===== config.mk =====
export PLATFORM = sky130hd
export DESIGN_NAME = clk_time_writer
export DESIGN_NICKNAME = d
export VERILOG_FILES = /design/src/rtl/clk_time_writer_pkg.sv /design/src/rtl/clk_field_check.sv /design/src/rtl/clk_time_writer.sv
export SDC_FILE = /design/constraint.sdc
export NUM_CORES = 1
export LEC_CHECK = 0
export ABC_AREA = 0
export CAP_MARGIN = 5
export CORE_MARGIN = 5
export CORE_UTILIZATION = 46
export DETAILED_ROUTE_END_ITERATION = 12
export DONT_BUFFER_PORTS = 1
export PLACE_DENSITY = 0.68
export SLEW_MARGIN = 25
export SYNTH_ARGS = -nofsm -noshare
export SYNTH_HDL_FRONTEND = slang
export SYNTH_HIERARCHICAL = 1
export SYNTH_SLANG_ARGS = --single-unit
export TNS_END_PERCENT = 20

===== constraint.sdc =====
create_clock -name clk -period 2.93 [get_ports clk]
set_clock_uncertainty 0.2 [all_clocks]
set_input_delay 0.1465 -clock clk [delete_from_list [all_inputs] [get_ports clk]]
set_output_delay 0.1465 -clock clk [all_outputs]
set_load 0.03 [all_outputs]

===== src/rtl/clk_time_writer_pkg.sv =====
// Shared constants and state encoding for the RTC set-interface writer and its field checker.
package clk_time_writer_pkg;

    localparam logic [1:0] ADDR_SEC  = 2'b00;
    localparam logic [1:0] ADDR_MIN  = 2'b01;
    localparam logic [1:0] ADDR_HOUR = 2'b10;

    localparam int unsigned MAX_SEC  = 59;
    localparam int unsigned MAX_MIN  = 59;
    localparam int unsigned MAX_HOUR = 23;

    localparam int unsigned GAP_CNT_W = 4;

    typedef enum logic [2:0] {
        StIdle  = 3'd0,
        StIssue = 3'd1,
        StGap   = 3'd2,
        StDone  = 3'd3,
        StErr   = 3'd4
    } wr_state_e;

endpackage


===== src/rtl/clk_field_check.sv =====
// Combinational range check of the masked time fields; valid=1 when every selected field is legal.
module clk_field_check
    import clk_time_writer_pkg::*;
#(
    parameter int unsigned DATA_W = 6
) (
    input  logic [2:0]        mask,
    input  logic [DATA_W-1:0] sec_val,
    input  logic [DATA_W-1:0] min_val,
    input  logic [DATA_W-1:0] hour_val,
    output logic              valid
);

    logic sec_ok;
    logic min_ok;
    logic hour_ok;

    // Unselected fields never cause a rejection.
    always_comb begin
        sec_ok  = !mask[0] || (sec_val  <= DATA_W'(MAX_SEC));
        min_ok  = !mask[1] || (min_val  <= DATA_W'(MAX_MIN));
        hour_ok = !mask[2] || (hour_val <= DATA_W'(MAX_HOUR));
        valid   = sec_ok && min_ok && hour_ok;
    end

endmodule


===== src/rtl/clk_time_writer.sv =====
// Issues one load write per selected time field to the RTC, spaced by GAP_CYCLES idle cycles.
module clk_time_writer
    import clk_time_writer_pkg::*;
#(
    parameter int unsigned GAP_CYCLES = 2,
    parameter int unsigned DATA_W     = 6
) (
    input  logic              clk,
    input  logic              reset,
    input  logic              start,
    input  logic [2:0]        mask,
    input  logic [DATA_W-1:0] sec_in,
    input  logic [DATA_W-1:0] min_in,
    input  logic [DATA_W-1:0] hour_in,
    output logic              busy,
    output logic              done,
    output logic              err,
    output logic              load,
    output logic [1:0]        addrs,
    output logic [DATA_W-1:0] data_out
);

    localparam logic [GAP_CNT_W-1:0] GAP_LOAD = GAP_CNT_W'(GAP_CYCLES - 1);

    wr_state_e state_q, state_d;
    logic [2:0]           pend_q, pend_d;
    logic [DATA_W-1:0]    sec_q, sec_d;
    logic [DATA_W-1:0]    min_q, min_d;
    logic [DATA_W-1:0]    hour_q, hour_d;
    logic [GAP_CNT_W-1:0] gap_q, gap_d;
    logic                 busy_q, busy_d;
    logic                 done_q, done_d;
    logic                 err_q, err_d;
    logic                 load_q, load_d;
    logic [1:0]           addrs_q, addrs_d;
    logic [DATA_W-1:0]    data_q, data_d;
    logic                 cmd_valid;

    clk_field_check #(
        .DATA_W (DATA_W)
    ) u_field_check (
        .mask     (mask),
        .sec_val  (sec_in),
        .min_val  (min_in),
        .hour_val (hour_in),
        .valid    (cmd_valid)
    );

    always_comb begin
        state_d = state_q;
        pend_d  = pend_q;
        sec_d   = sec_q;
        min_d   = min_q;
        hour_d  = hour_q;
        gap_d   = gap_q;
        busy_d  = busy_q;
        done_d  = 1'b0;
        err_d   = 1'b0;
        load_d  = 1'b0;
        addrs_d = addrs_q;
        data_d  = '0;

        unique case (state_q)
            StIdle: begin
                if (start) begin
                    if (!cmd_valid) begin
                        state_d = StErr;
                    end else begin
                        sec_d   = sec_in;
                        min_d   = min_in;
                        hour_d  = hour_in;
                        pend_d  = mask;
                        busy_d  = 1'b1;
                        state_d = (mask == 3'b000) ? StDone : StIssue;
                    end
                end
            end
            StIssue: begin
                // Fixed priority: seconds, then minutes, then hours.
                load_d  = 1'b1;
                gap_d   = GAP_LOAD;
                state_d = StGap;
                if (pend_q[0]) begin
                    addrs_d   = ADDR_SEC;
                    data_d    = sec_q;
                    pend_d[0] = 1'b0;
                end else if (pend_q[1]) begin
                    addrs_d   = ADDR_MIN;
                    data_d    = min_q;
                    pend_d[1] = 1'b0;
                end else begin
                    addrs_d   = ADDR_HOUR;
                    data_d    = hour_q;
                    pend_d[2] = 1'b0;
                end
            end
            StGap: begin
                if (gap_q == '0) begin
                    state_d = (pend_q != 3'b000) ? StIssue : StDone;
                end else begin
                    gap_d = gap_q - 1'b1;
                end
            end
            StDone: begin
                done_d  = 1'b1;
                busy_d  = 1'b0;
                state_d = StIdle;
            end
            StErr: begin
                err_d   = 1'b1;
                state_d = StIdle;
            end
            default: begin
                state_d = StIdle;
            end
        endcase
    end

    always_ff @(posedge clk) begin
        if (!reset) begin
            state_q <= StIdle;
            pend_q  <= 3'b000;
            sec_q   <= '0;
            min_q   <= '0;
            hour_q  <= '0;
            gap_q   <= '0;
            busy_q  <= 1'b0;
            done_q  <= 1'b0;
            err_q   <= 1'b0;
            load_q  <= 1'b0;
            addrs_q <= ADDR_SEC;
            data_q  <= '0;
        end else begin
            state_q <= state_d;
            pend_q  <= pend_d;
            sec_q   <= sec_d;
            min_q   <= min_d;
            hour_q  <= hour_d;
            gap_q   <= gap_d;
            busy_q  <= busy_d;
            done_q  <= done_d;
            err_q   <= err_d;
            load_q  <= load_d;
            addrs_q <= addrs_d;
            data_q  <= data_d;
        end
    end

    assign busy     = busy_q;
    assign done     = done_q;
    assign err      = err_q;
    assign load     = load_q;
    assign addrs    = addrs_q;
    assign data_out = data_q;

endmodule

* After elaboration in Yosys (flattened, before gate mapping)
Index checks and enable logic that the tools add are counted.
** Operators by class
- Multiplexer cells :: 23
- Reductions and logical operators :: 23
- Add/subtract/negate cells :: 1
- Order comparisons :: 3
- Eq/ne operators :: 10
** Operator list (count)
- two-way mux 3 bit :: 5
- less-or-equal comparator 6 bit (second input constant) :: 2
- two-way mux 6 bit :: 2
- inequality test 2 bit (second input constant) :: 6
- two-way mux 2 bit :: 5
- one-hot mux 3 bit (3 select lines) :: 1
- AND reduction 3 bit :: 3
- one-hot mux 4 bit (2 select lines) :: 1
- == test 3 x 2 -> 1 bit (second input constant) :: 2
- less-or-equal comparator 6 x 5 -> 1 bit (second input constant) :: 1
- logical NOT 3 bit :: 2
- two-way mux 1 bit :: 6
- one-hot mux 3 bit (2 select lines) :: 1
- AND reduction 2 bit :: 3
- nonzero test 2 bit :: 3
- AND reduction 5 bit :: 1
- logical NOT 4 bit :: 1
- two-way mux 4 bit :: 1
- AND reduction 4 bit :: 1
- subtractor 4 x 1 -> 4 bit (second input constant) :: 1
- == test 3 x 1 -> 1 bit (second input constant) :: 1
- == test 3 bit (second input constant) :: 1
- logical NOT 1 bit :: 3
- logical OR 1 bit :: 3
- other kinds (3) :: 4
** Storage, ports and cells
- Register bits after elaboration :: 40
- Word-level logic and storage cells :: 74
- Output and inout port bits :: 12

* Depth between registers and ports, before layout
- Depth after elaboration :: 7
- Mapped depth :: 7

* Hierarchy
The synthesis kept the hierarchy.
** By module, submodules not included
- clk_time_writer :: times used 1, cells each 192, area an instance 1617.8 um^2, seq. area each 800.8 um^2
- clk_field_check :: times used 1, cells each 7, area an instance 40.0 um^2, seq. area each 0.0 um^2

* Worst setup path before layout
No wires, ideal clock.
- Path type :: flip-flop to flip-flop
- Start :: register gap_q[0]
- End :: register state_q[1]
- Library setup time :: 61 ps
- Arrival :: 1408 ps
- Setup slack :: 1261 ps
- Cell stages (with the launch flop) :: 7
- Cells stage by stage :: dfxtp_1 -> inv_1 -> ha_1 -> or3b_4 -> and2_4 -> o32ai_2 -> a32o_1
** Between the ends
- Longest elaborated chain between the ends :: 3
** RTL lines
- from (decl) :: RTL line clk_time_writer.sv:30 : logic [GAP_CNT_W-1:0] gap_q, gap_d;
- from (signal assigned) :: RTL line clk_time_writer.sv:139 : gap_q <= gap_d;
- logical NOT 4 bit :: RTL line clk_time_writer.sv:98 : if (gap_q == '0) begin
- inequality test 2 bit (no line)
- AND reduction 2 bit (no line)
- to (signal assigned) :: RTL line clk_time_writer.sv:121 : state_q <= StIdle;
- to (signal assigned) :: RTL line clk_time_writer.sv:134 : state_q <= state_d;
- to (decl) :: RTL line clk_time_writer.sv:25 : wr_state_e state_q, state_d;
Every way passes these cells.
A chain may end at the register's enable or synchronous reset.

* Final worst setup path
- Start :: register state_q[1]
- End :: register hour_q[1]
** Between the ends
- Longest elaborated chain between the ends :: 2
** RTL lines
- logical NOT 3 bit :: RTL line clk_time_writer.sv:63 : unique case (state_q)
- AND reduction 3 bit (no line)
- to (signal assigned) :: RTL line clk_time_writer.sv:138 : hour_q <= hour_d;
- to (decl) :: RTL line clk_time_writer.sv:29 : logic [DATA_W-1:0] hour_q, hour_d;
Every way passes these cells.

==> results.toml <==
[global_route]
antenna_found_initial = 0
grt_usage = 0.175
overflow = 0
grt_max_degree = 29
first_global_vias = 1486
grt_pass1_wl_um = 6890

[yosys]
yosysMostFrequentCell = "nand2_1"
synth_flop_cell = "dfxtp_1"
syn_inst = 199
ys_warn_count = 6
synth_top_family_by_area = "simple AND/OR/NAND/NOR gates"
synth_simple_gate_area_frac = 0.258
syn_area_per_cell_um2 = 8.33
synthMuxAreaShare = 0.0362
synth_nets = 225
synth.top_cell.area_share = 0.483
synth_cell_types = 34
synthAdderAreaFrac = 0.0151
ys_ff_latch = 40
netlist_top_cells_area = "dfxtp_1 48%, nand2_1 10%, a21oi_1 9.4%, nor2_1 3.8%, mux2i_1 3.6%"
synth_common_cells = "46 x nand2_1, 40 x dfxtp_1, 31 x a21oi_1, 17 x nor2_1, 9 x nand3_1"
yosys.area_share.xor_xnor = 0.0106
ys_seq_area_frac = 0.483
synth_area_mm2 = 0.00166
synth_top_area_cell = "dfxtp_1"
synth_compound_area_frac = 0.143
synth_edf_count = 0
ys_async_sr_fraction = 0

[clock_network]
cts_resized = 0
clock_path_buffers = 2
clock_latency_ps = 340
htree_levels = 2
numCtsBuffers = 5
cts_tree = "done"
cts.sinks = 40
clk_pin_slew_ps = 110
cts-root-buf = "clkbuf_4"

[route]
wl_per_cell_um = 15.0
firstDrtPassIters = 4
vias_per_cell = 5.48
wl_um = 4240
drc = 0
drtAntennaViolNets = 0
drt_iter0_markers = 115
dr_total_vias = 1552

[sta]
rsz0062_at_grt = "false"
drv_slew = 0
min_period_over_period = 0.857
tns_ps = 0
slew_headroom = 0.503
timing_worst_slew_pin_value_ps = 745
hold_viol = 0
fin_crit_ps = 2510
finalSetupViolCount = 0
max_freq_ghz = 0.398

[power]
powerDensity_mw_per_mm2 = 502
ir_drop_uv = 286
p_leak_nw = 0.824

[floorplanning]
die_area_mm2 = 0.00490
start_util = 0.485
die-width_um = 70.0
core_area_mm2 = 0.00342
io_pins = 36
std_cell_rows = 21
fp.dieH_um = 70.0

[final_layout]
diodes = 0
fillers = 298
fin_nets = 263
drive_gt1_frac = 0.0759
syn_to_final_growth_pct = 28.5
multi_input_area_um2 = 767
final_util = 0.623
ff_latch_area_um2 = 801

[setup_path]
cp_data_required_time_ps = 3030
r2r-start = "state_q[1]"
worstPathArrival_ps = 2610
startpoint = "state_q[1]"
start_kind = "flip-flop"
path_max_fanout = 22
path_class = "reg2reg"
critPathCaptureType = "flip-flop"

[status]
status = "complete, no violations"

[min_path]
hold_start = "sec_in[2]"
hp-class = "in2reg"

[placed_design]
dp_hpwl_um = 2590
place_congestion = 0.875
portBuffers = 0

[flow_run]
maxCapViolCount = 0
[kinds of logic (layout without fill, tap and decap cells)]
group | count (synthesis) | after routing
AO/OA/AOI/OAI | 39 | 39
XOR/XNOR | 2 | 2
adder cells (fa/ha/maj) | 2 | 2
buffers and inverters | 19 | 57
flip-flops | 40 | 40
multiplexers | 6 | 6
AND/OR/NAND/NOR | 91 | 91
[report_power, final]
| part | internal, mW | switching (mW) |
|---|---|---|
| logic | 0.0940 | 0.0898 |
| registers | 0.576 | 0.0444 |
| clock network | 0.0876 | 0.178 |
| total | 0.757 | 0.312 |
[final cells by class]
cell class,instances,area share
Clock inverter,2,0.00588
Clock buffer,5,0.0176
Sequential cell,40,0.376
Timing Repair Buffer,43,0.201
Tap cell,46,0.0270
Multi-Input combinational cell,140,0.360
Inverter,7,0.0123
[sequential cells by signal, summed over array words and instances, names as in the netlist, 2 cells and up]
signal    flops
addrs         2
data_out      6
gap_q         4
hour_q        6
min_q         6
pend_q        3
sec_q         6
state_q       3
[worst max-delay path, stage by stage (launching register included)]
cell           delay, ps
dfxtp_1              440
nor2_2               230
and4_1               720
nand2_1              150
a21oi_1              160
dlygate4sd3_1        560
[stage by stage]
| stage | setup WS, ps | hold WS [ps] | cell area, um2 | total power, mW | instances |
|---|---|---|---|---|---|
| after floorplan | 1260 | 65.9 | 1660 | 0.738 | 199 |
| after global placement | 1000 | 68.7 | 1660 | 0.752 | 234 |
| after detailed placement | 876 | 85.4 | 1660 | 0.758 | 234 |
| after CTS | 499 | 0.774 | 2130 | 1.07 | 283 |
| after global routing | 238 | 36.6 | 2130 | 1.13 | 283 |
| final | 418 | 29.5 | 2130 | 1.07 | 283 |
[worst paths after layout]
path | to | slack (ps) | cells after the start
min reg2reg | min_q[0] | 270 | 2
min | state_q[0] | 30 | 3
max reg2reg | hour_q[1] | 420 | 5
max | hour_q[1] | 420 | 5
[what timing repair did]
action	CTS	global route
hold endpoints to repair	37	0
setup buffers	0	0
hold buffers	42	0
[cells in the final DEF, fill, tap and decap left out, drive strengths merged, types with 2 or more instances in the layout]
cell / netlist / final
a21oi: 32 / 32
and3: 2 / 2
clkbuf: 5 / 5
dfxtp: 40 / 40
dlygate4sd3: 0 / 42
ha: 2 / 2
inv: 7 / 7
mux2i: 6 / 6
nand2: 46 / 46
nand3: 9 / 9
nor2: 18 / 18
nor3: 3 / 3
nor3b: 2 / 2
nor4: 2 / 2
nor4b: 2 / 2
or3b: 2 / 2
xor2: 2 / 2
[layer usage]
layer | vias to the layer above | wire [um] | share of wire | global-route usage
li1 | 750 | - | - | -
met1 | 720 | 1770 | 0.42 | 0.204
met2 | 77 | 2110 | 0.50 | 0.299
met3 | 5 | 329 | 0.078 | 0.0574
met4 | 0 | 36 | 0.0085 | 0.0617
met5 | - | 0 | 0 | 0
Note: power is estimated with default switching activity, not from simulation.
